### src/rtl/stream_pkg.sv
// ============================================================================
// Module : stream_pkg
// Brief  : Shared types, FSM encodings and lane helpers for the stream width converters.
// Rev    : 1.0
// ============================================================================
`default_nettype none

package stream_pkg;

  localparam int c_MAX_LANES = 32;

  localparam int       c_ST_W    = 1;
  localparam logic [0:0] c_ST_IDLE = 1'b0;
  localparam logic [0:0] c_ST_SEND = 1'b1;

  // Index of the lowest set bit, 0 when the mask is empty.
  function automatic int unsigned lowest_set(input logic [c_MAX_LANES-1:0] mask);
    lowest_set = 0;
    for (int i = c_MAX_LANES - 1; i >= 0; i--) begin
      if (mask[i]) lowest_set = i;
    end
  endfunction

endpackage

`default_nettype wire

### src/rtl/lane_prio_enc.sv
// ============================================================================
// Module : lane_prio_enc
// Brief  : Combinational priority encoder: lane mask -> lowest set index + found flag.
// Rev    : 1.0
// ============================================================================
`default_nettype none

module lane_prio_enc
  import stream_pkg::*;
#(
  parameter int N     = 2,
  parameter int IDX_W = $clog2(N)
) (
  input  logic [N-1:0]     i_mask,
  output logic [IDX_W-1:0] o_idx,
  output logic             o_found
);

  logic [c_MAX_LANES-1:0] w_mask_ext;

  assign w_mask_ext = c_MAX_LANES'(i_mask);
  assign o_idx      = IDX_W'(lowest_set(w_mask_ext));
  assign o_found    = |i_mask;

endmodule

`default_nettype wire

### src/rtl/stream_downsize.sv
// ============================================================================
// Module : stream_downsize
// Brief  : Splits each wide beat into one narrow beat per kept lane, lane 0 first.
// Rev    : 1.0
// ============================================================================
`default_nettype none

module stream_downsize
  import stream_pkg::*;
#(
  parameter int T_DATA_WIDTH = 4,
  parameter int T_DATA_RATIO = 2
) (
  input  logic                                 clk,
  input  logic                                 rst_n,
  input  logic [T_DATA_WIDTH*T_DATA_RATIO-1:0] s_data_i,
  input  logic [T_DATA_RATIO-1:0]              s_keep_i,
  input  logic                                 s_last_i,
  input  logic                                 s_valid_i,
  output logic                                 s_ready_o,
  output logic [T_DATA_WIDTH-1:0]              m_data_o,
  output logic                                 m_last_o,
  output logic                                 m_valid_o,
  input  logic                                 m_ready_i
);

  localparam int c_IDX_W = $clog2(T_DATA_RATIO);
  typedef logic [c_IDX_W-1:0] lane_idx_t;

  logic [c_ST_W-1:0]                    r_state;
  logic [c_ST_W-1:0]                    w_state_nxt;
  logic [T_DATA_WIDTH*T_DATA_RATIO-1:0] r_buf_data;
  logic [T_DATA_RATIO-1:0]              r_rem_mask;
  logic                                 r_buf_last;
  logic [T_DATA_WIDTH-1:0]              r_m_data;
  logic                                 r_m_last;
  logic                                 w_m_valid;

  lane_idx_t                            w_keep_idx;
  lane_idx_t                            w_rem_idx;
  logic                                 w_keep_found;
  logic                                 w_rem_found;
  logic [T_DATA_RATIO-1:0]              w_keep_rest;
  logic [T_DATA_RATIO-1:0]              w_rem_rest;
  logic                                 w_s_hs;
  logic                                 w_m_hs;
  logic                                 w_load;

  lane_prio_enc #(.N(T_DATA_RATIO), .IDX_W(c_IDX_W)) u_keep_enc (
    .i_mask  (s_keep_i),
    .o_idx   (w_keep_idx),
    .o_found (w_keep_found)
  );

  lane_prio_enc #(.N(T_DATA_RATIO), .IDX_W(c_IDX_W)) u_rem_enc (
    .i_mask  (r_rem_mask),
    .o_idx   (w_rem_idx),
    .o_found (w_rem_found)
  );

  assign w_keep_rest = s_keep_i   & ~({{(T_DATA_RATIO-1){1'b0}}, 1'b1} << w_keep_idx);
  assign w_rem_rest  = r_rem_mask & ~({{(T_DATA_RATIO-1){1'b0}}, 1'b1} << w_rem_idx);

  // Ready looks through the output stage only once the buffered word is fully drained.
  assign s_ready_o = rst_n & (~w_m_valid | (m_ready_i & ~w_rem_found));
  assign w_s_hs    = s_valid_i & s_ready_o;
  assign w_m_hs    = w_m_valid & m_ready_i;
  assign w_load    = w_s_hs & w_keep_found;

  always_ff @(posedge clk) begin
    if (!rst_n) r_state <= c_ST_IDLE;
    else        r_state <= w_state_nxt;
  end

  always_comb begin
    w_state_nxt = r_state;
    case (r_state)
      c_ST_IDLE: if (w_load) w_state_nxt = c_ST_SEND;
      c_ST_SEND: if (w_m_hs && !w_rem_found && !w_load) w_state_nxt = c_ST_IDLE;
      default:   w_state_nxt = c_ST_IDLE;
    endcase
  end

  always_comb begin
    w_m_valid = (r_state == c_ST_SEND);
  end

  always_ff @(posedge clk) begin
    if (!rst_n) begin
      r_buf_data <= '0;
      r_rem_mask <= '0;
      r_buf_last <= 1'b0;
      r_m_data   <= '0;
      r_m_last   <= 1'b0;
    end else if (w_load) begin
      r_buf_data <= s_data_i;
      r_rem_mask <= w_keep_rest;
      r_buf_last <= s_last_i;
      r_m_data   <= s_data_i[w_keep_idx*T_DATA_WIDTH +: T_DATA_WIDTH];
      r_m_last   <= s_last_i & ~(|w_keep_rest);
    end else if (w_m_hs && w_rem_found) begin
      r_rem_mask <= w_rem_rest;
      r_m_data   <= r_buf_data[w_rem_idx*T_DATA_WIDTH +: T_DATA_WIDTH];
      r_m_last   <= r_buf_last & ~(|w_rem_rest);
    end else if (w_m_hs) begin
      r_m_last   <= 1'b0;
    end
  end

  assign m_data_o  = r_m_data;
  assign m_last_o  = r_m_last;
  assign m_valid_o = w_m_valid;

endmodule

`default_nettype wire
### config.mk
export PLATFORM = sky130hd
export DESIGN_NAME = stream_downsize
export DESIGN_NICKNAME = d
export VERILOG_FILES = /design/src/rtl/stream_pkg.sv /design/src/rtl/lane_prio_enc.sv /design/src/rtl/stream_downsize.sv
export SDC_FILE = /design/constraint.sdc
export NUM_CORES = 1
export LEC_CHECK = 0
export BUFFER_PORTS_ARGS = -buffer_cell sky130_fd_sc_hd__buf_2
export CORE_MARGIN = 2
export CORE_UTILIZATION = 53
export CTS_BUF_LIST = sky130_fd_sc_hd__clkbuf_8
export CTS_CLUSTER_SIZE = 16
export DETAILED_ROUTE_END_ITERATION = 6
export HOLD_SLACK_MARGIN = 0.15
export PLACE_DENSITY = 0.81
export SYNTH_ARGS = -nofsm -noshare
export SYNTH_HDL_FRONTEND = slang
export SYNTH_SLANG_ARGS = --single-unit
### constraint.sdc
create_clock -name clk -period 1.9 [get_ports clk]
set_input_delay 0.285 -clock clk [delete_from_list [all_inputs] [get_ports clk]]
set_output_delay 0.285 -clock clk [all_outputs]
set_load 0.005 [all_outputs]
==> results of run 1 <==
==> cells in the final DEF, fill, tap and decap left out, types with 3 or more instances in the layout <==
cell type,n
clkbuf_8,3
o211ai_1,3
o21ai_0,11
dfxtp_1,17
inv_1,3
nand2_1,25
a21oi_1,4
buf_4,5
nand3_1,4
buf_2,21
==> cell type report <==
class / instances / area [um2] / area share, %
Timing Repair Buffer: 26 / 143 / 14.5
Multi-Input combinational cell: 72 / 425 / 43.2
Sequential cell: 17 / 340 / 34.6
Clock inverter: 1 / 3.75 / 0.381
Inverter: 3 / 11.3 / 1.14
Tap cell: 16 / 20.0 / 2.03
Clock buffer: 3 / 41.3 / 4.19
==> how the worst min path moves through the flow <==
stage,endpoint,startpoint,slack [ps],cells past startpoint
after floorplan,r_buf_data[0],s_data_i[0],390,2
after global placement,r_buf_data[4],r_buf_data[4],440,2
after detailed placement,r_buf_data[7],r_buf_data[7],460,2
after CTS,r_buf_data[0],s_data_i[0],250,3
after global routing,r_buf_data[3],s_data_i[3],260,3
final,r_buf_data[0],s_data_i[0],250,3
==> registers in the layout, indices dropped and copies added, names as in the netlist <==
| name | cells |
|---|---|
| r_buf_data | 8 |
| m_data_o | 4 |
| r_rem_mask | 2 |
| m_last_o | 1 |
| m_valid_o | 1 |
| r_buf_last | 1 |
==> layer usage <==
| layer | part of all wire (%) | GRT usage (%) | wire [um] | vias up |
|---|---|---|---|---|
| met5 | 0 | 0 | 0 | - |
| met4 | 0.81 | 13.9 | 15 | 0 |
| met3 | 4.8 | 5.11 | 90 | 3 |
| met2 | 47 | 32.8 | 879 | 22 |
| met1 | 47 | 29.3 | 872 | 360 |
| li1 | - | - | - | 394 |
==> stage by stage <==
stage	cells	cell area, um2	worst slack [ps]
floorplan	97	811	302
finish	138	985	186
global route	138	985	92.3
detailed placement	134	940	166
CTS	138	985	186
global placement	134	940	215
==> power breakdown <==
part	switching, mW	leakage (nW)	internal [mW]
clock network	0.114	0.0269	0.143
registers	0.0146	0.139	0.378
logic	0.0547	0.239	0.0501
total	0.184	0.405	0.571
==> worst max-delay path: stages (launching register included) <==
cell and delay [ps]:
dfxtp_1 360, or3b_4 450, a211oi_4 430, buf_4 250
a2bb2oi_1 70, o21ai_0 80
==> logic make-up after synthesis <==
kind of cell / count (synthesis) / synth area share (%)
buffers and inverters: 8 / 5.56
flip-flops: 17 / 42.0
AO/OA/AOI/OAI: 31 / 27.0
AND/OR/NAND/NOR: 37 / 20.4
XOR/XNOR: 1 / 1.08
multiplexers: 3 / 4.01
==> results_dict.tcl, run 1 <==
set metrics [dict create \
    status "finished clean" \
    fin_nets 138 \
    yosys-top-cells-area "dfxtp_1 (42%), nand2_1 (12%), o21ai_0 (6.8%), mux2_2 (2.8%), o211ai_1 (2.8%)" \
    critical_path_class "reg -> reg" \
    drive_above_1_share_pct 27.0 \
    final_antenna_net_count 0 \
    num_rows 14 \
    power_mw 0.755 \
    power_leakage_nw 0.405 \
    clk_pin_slew_ps 60 \
    avgSynthCellArea_um2 8.36 \
    slew_violations 0 \
    antenna_found_initial 0 \
    period_share_pct 90.2 \
    worstSetupEndpoint "m_data_o[1]" \
    io_buffers 21 \
    synth-seq-cells 17 \
    antennaDiodeCount 0 \
    synth_top_area_share_pct 42.0 \
    drtIter0Drc 17 \
    ff2ff_path_depth 5 \
    start_util_pct 55.1 \
    synth_ff_type "dfxtp_1" \
    power.density_nw_per_um2 767 \
    cp-startpoint "r_rem_mask[1]" \
    hold_ws_ps 252 \
    post-dp-hpwl_mm 1.35 \
    grt_first_pass_wirelength_mm 3.02 \
    r2r-end "m_data_o[1]" \
    area_delta_synth_final_pct 21.5 \
    worst_pin_slew_ps 403 \
    peakVddDrop_uv 427 \
    drt_pass1_iterations 4 \
    num_vias 779 \
    ys_types 28 \
    critPathLaunchType "register" \
    h-tree-depth 1 \
    cp.required_ps 2070 \
    cts_tree "built" \
    synth-edff-count 0 \
    setup_viol 0 \
    grt_max_degree 13 \
    period_needed_ps 1710 \
    routed_via_density 5.64 \
    gp_congestion 0.913 \
    dieHeight_um 43.1 \
    yosys_warnings 0 \
    post-cts-setup-buffers 0 \
    grtUsageTotal_pct 22.3 \
    cap_violations 0 \
    die_w_um 43.1 \
    fin_util_pct 66.9 \
    die_area_um2 1860 \
    grt_overflow_total 0 \
    crit_arrival_ps 1880 \
    ctsHoldBuffers 0 \
    clock-sinks 17 \
    clock_latency_ps 250 \
    seq_area_frac_synth_pct 42.0 \
    cp_max_fo 11 \
    fillCellCount 131 \
    grt_pass1_vias 690 \
    cts_root_buffer "clkbuf_8" \
    synthArstFlopShare_pct 0 \
    wl_per_cell_um 13.5 \
    tns_ps 0 \
    r2r_setup_slack_ps 190 \
    skew_ps 1.69 \
    cp-end-kind "register" \
    clockBufferDepth 2 \
    slew_headroom_pct 73.0 \
    yosysMostFrequentCell "nand2_1" \
    drcViolationCount 0 \
    routed_wl_mm 1.86 \
    cts-resized-gates 0 \
    synth_cells 97 \
    synth_fp_nets 112 \
    finalHoldViolations 0 \
    holdCritPathClass "in -> reg" \
    timing.rr.start "r_rem_mask[1]" \
    cts_buffers 3 \
    rsz0062_at_grt "no" \
    synth_area_um2 811 \
    core_area_um2 1470 \
    yosysTopAreaCell "dfxtp_1" \
    synthTopCellsByCount "nand2_1 (25), dfxtp_1 (17), o21ai_0 (11)" \
    max_freq_ghz 0.584 \
    io_pins 22 \
]
No activity file was read; power rests on OpenSTA's default activity.
==> run 2, diff against run 1 <==
--- a/config.mk
+++ b/config.mk
@@ -12,7 +12,7 @@
 export CTS_CLUSTER_SIZE = 16
 export DETAILED_ROUTE_END_ITERATION = 6
 export HOLD_SLACK_MARGIN = 0.15
-export PLACE_DENSITY = 0.81
+export PLACE_DENSITY = 0.88
 export SYNTH_ARGS = -nofsm -noshare
 export SYNTH_HDL_FRONTEND = slang
 export SYNTH_SLANG_ARGS = --single-unit
==> run 2 against run 1 <==
Effect of this change:
- sequential power about the same
- clock-buffer cell count is the same
- worst setup slack gained 48 ps
- largest power group unchanged
- cell area is 0.89% higher
- non-clock buffer count grew 1
- core utilization is 0.60 points higher
- sequential share of layout area is 0.30 points lower
- power increased by 0.86%
- die area stayed put
- critical path depth decreased by 1
- largest cell class unchanged
- highest routed layer is now met3
- global-route usage down 0.31 points
- combinational power about the same
==> results_dict.tcl, run 2 (synthesized netlist as in run 1, its figures left out) <==
set metrics [dict create \
    io_pins 22 \
    final_cell_mix "nand2_1 (25), buf_2 (21), dfxtp_1 (17)" \
    drtIter0Drc 30 \
    power.share.clock_pct 34.6 \
    finalNonFillerCells 139 \
    dieHeight_um 43.1 \
    cp-startpoint "r_rem_mask[1]" \
    critPathLaunchType "register" \
    cts_root_buffer "clkbuf_8" \
    grtUsageTotal_pct 22.0 \
    switching_power_mw 0.188 \
    antennaDiodeCount 0 \
    power_leakage_nw 0.409 \
    drcViolationCount 0 \
    wl_per_cell_um 13.1 \
    p_int_mw 0.574 \
    grt.busiest_layer "met2" \
    clk_pin_slew_ps 70 \
    status "finished clean" \
    grt_max_degree 13 \
    drive_above_1_share_pct 28.5 \
    die_w_um 43.1 \
    final_antenna_net_count 0 \
    routed_wl_mm 1.82 \
    max_freq_ghz 0.601 \
    setup_viol 0 \
    p_sw_share_pct 24.6 \
    core_area_um2 1470 \
    start_util_pct 55.1 \
    tns_ps 0 \
    peakVddDrop_uv 599 \
    period_share_pct 87.6 \
    cp.required_ps 2030 \
    grtUsageMet2_pct 36.7 \
    timing.rr.start "r_rem_mask[1]" \
    cts_buffers 3 \
    period_needed_ps 1670 \
    fin_nets 139 \
    drt_pass1_iterations 4 \
    p_comb_share_pct 13.9 \
    die_area_um2 1860 \
    top_register "r_buf_data" \
    grt_use_met1_pct 28.2 \
    rsz0062_at_grt "no" \
    grt_overflow_total 0 \
    grt_pass1_vias 760 \
    multi_input_area_um2 425 \
    fillCellCount 129 \
    finalHoldViolations 0 \
    slew_violations 0 \
    num_rows 14 \
    final_common_cell "nand2_1" \
    worst_pin_slew_ps 452 \
    crit_arrival_ps 1800 \
    regArea_um2 340 \
    grt_first_pass_wirelength_mm 3.11 \
    holdCritPathClass "in -> reg" \
    largest_register_ffs 8 \
    antenna_found_initial 0 \
    h-tree-depth 1 \
    critical_path_class "reg -> reg" \
    cap_violations 0 \
    grt_util_met3_pct 3.83 \
    post-cts-setup-buffers 0 \
    fin_util_pct 67.5 \
    post-dp-hpwl_mm 1.38 \
    cts_tree "built" \
    clock_latency_ps 250 \
    min-delay-start "s_data_i[3]" \
    routed_via_density 5.74 \
    pwr-share-seq_pct 51.5 \
    placed_cells 135 \
    gp_congestion 0.839 \
    num_vias 798 \
    slew_headroom_pct 69.8 \
    power.density_nw_per_um2 766 \
    cp-end-kind "register" \
    clock-sinks 17 \
    skew_ps 4.15 \
    cts-resized-gates 0 \
    io_buffers 21 \
    clockBufferDepth 2 \
    cp_max_fo 10 \
    area_delta_synth_final_pct 22.5 \
    ctsHoldBuffers 0 \
]
[run 2: cell types whose count changed in the layout (fill, tap and decap cells not counted), sizes merged]
cell,delta
buf,+1
inv,-1
clkinv,+1
[run 2: final cells by class]
cell class              instances  share of cell area [%]
clock inverters                 1                   0.504
well taps                      16                    2.02
inverters                       3                    1.13
multi-input cells              72                    42.8
repair buffers                 27                    15.1
clock buffers                   3                    4.16
flip-flops and latches         17                    34.3
[run 2: worst max-delay path: stages (launching register included)]
cell,delay [ps]
dfxtp_1,310
or3b_4,430
a211oi_4,470
buf_4,240
o21ai_0,100
[run 2: path summary, 6_finish.rpt]
| check | slack [ps] | endpoint | depth (start not counted) |
|---|---|---|---|
| worst min-delay path | 250 | r_buf_data[3] | 3 |
| worst max-delay path | 230 | r_buf_data[6] | 4 |
| worst min register to register | 470 | r_buf_data[0] | 2 |
| worst max register to register | 230 | r_buf_data[6] | 4 |
[run 2: through the flow]
step	total power, mW	setup slack (ps)	cell area, um2	hold WS (ps)
2_1_floorplan	0.458	302	811	394
3_3_place_gp	0.500	191	947	445
3_5_place_dp	0.505	119	947	461
4_1_cts	0.764	233	993	252
5_1_grt	0.797	119	993	263
6_report	0.761	235	993	249
[run 2: power groups by stage]
stage	combinational [mW]	clock (mW)	sequential, mW
after floorplan	0.0628	0	0.395
after global placement	0.102	0	0.398
after detailed placement	0.105	0	0.400
after CTS	0.106	0.266	0.392
after global routing	0.119	0.283	0.394
final	0.106	0.263	0.392
[run 2: routing by layer]
layer	wire, um	up-vias
met5	0	-
met4	0	0
met3	76	0
met2	912	29
met1	832	373
li1	-	396
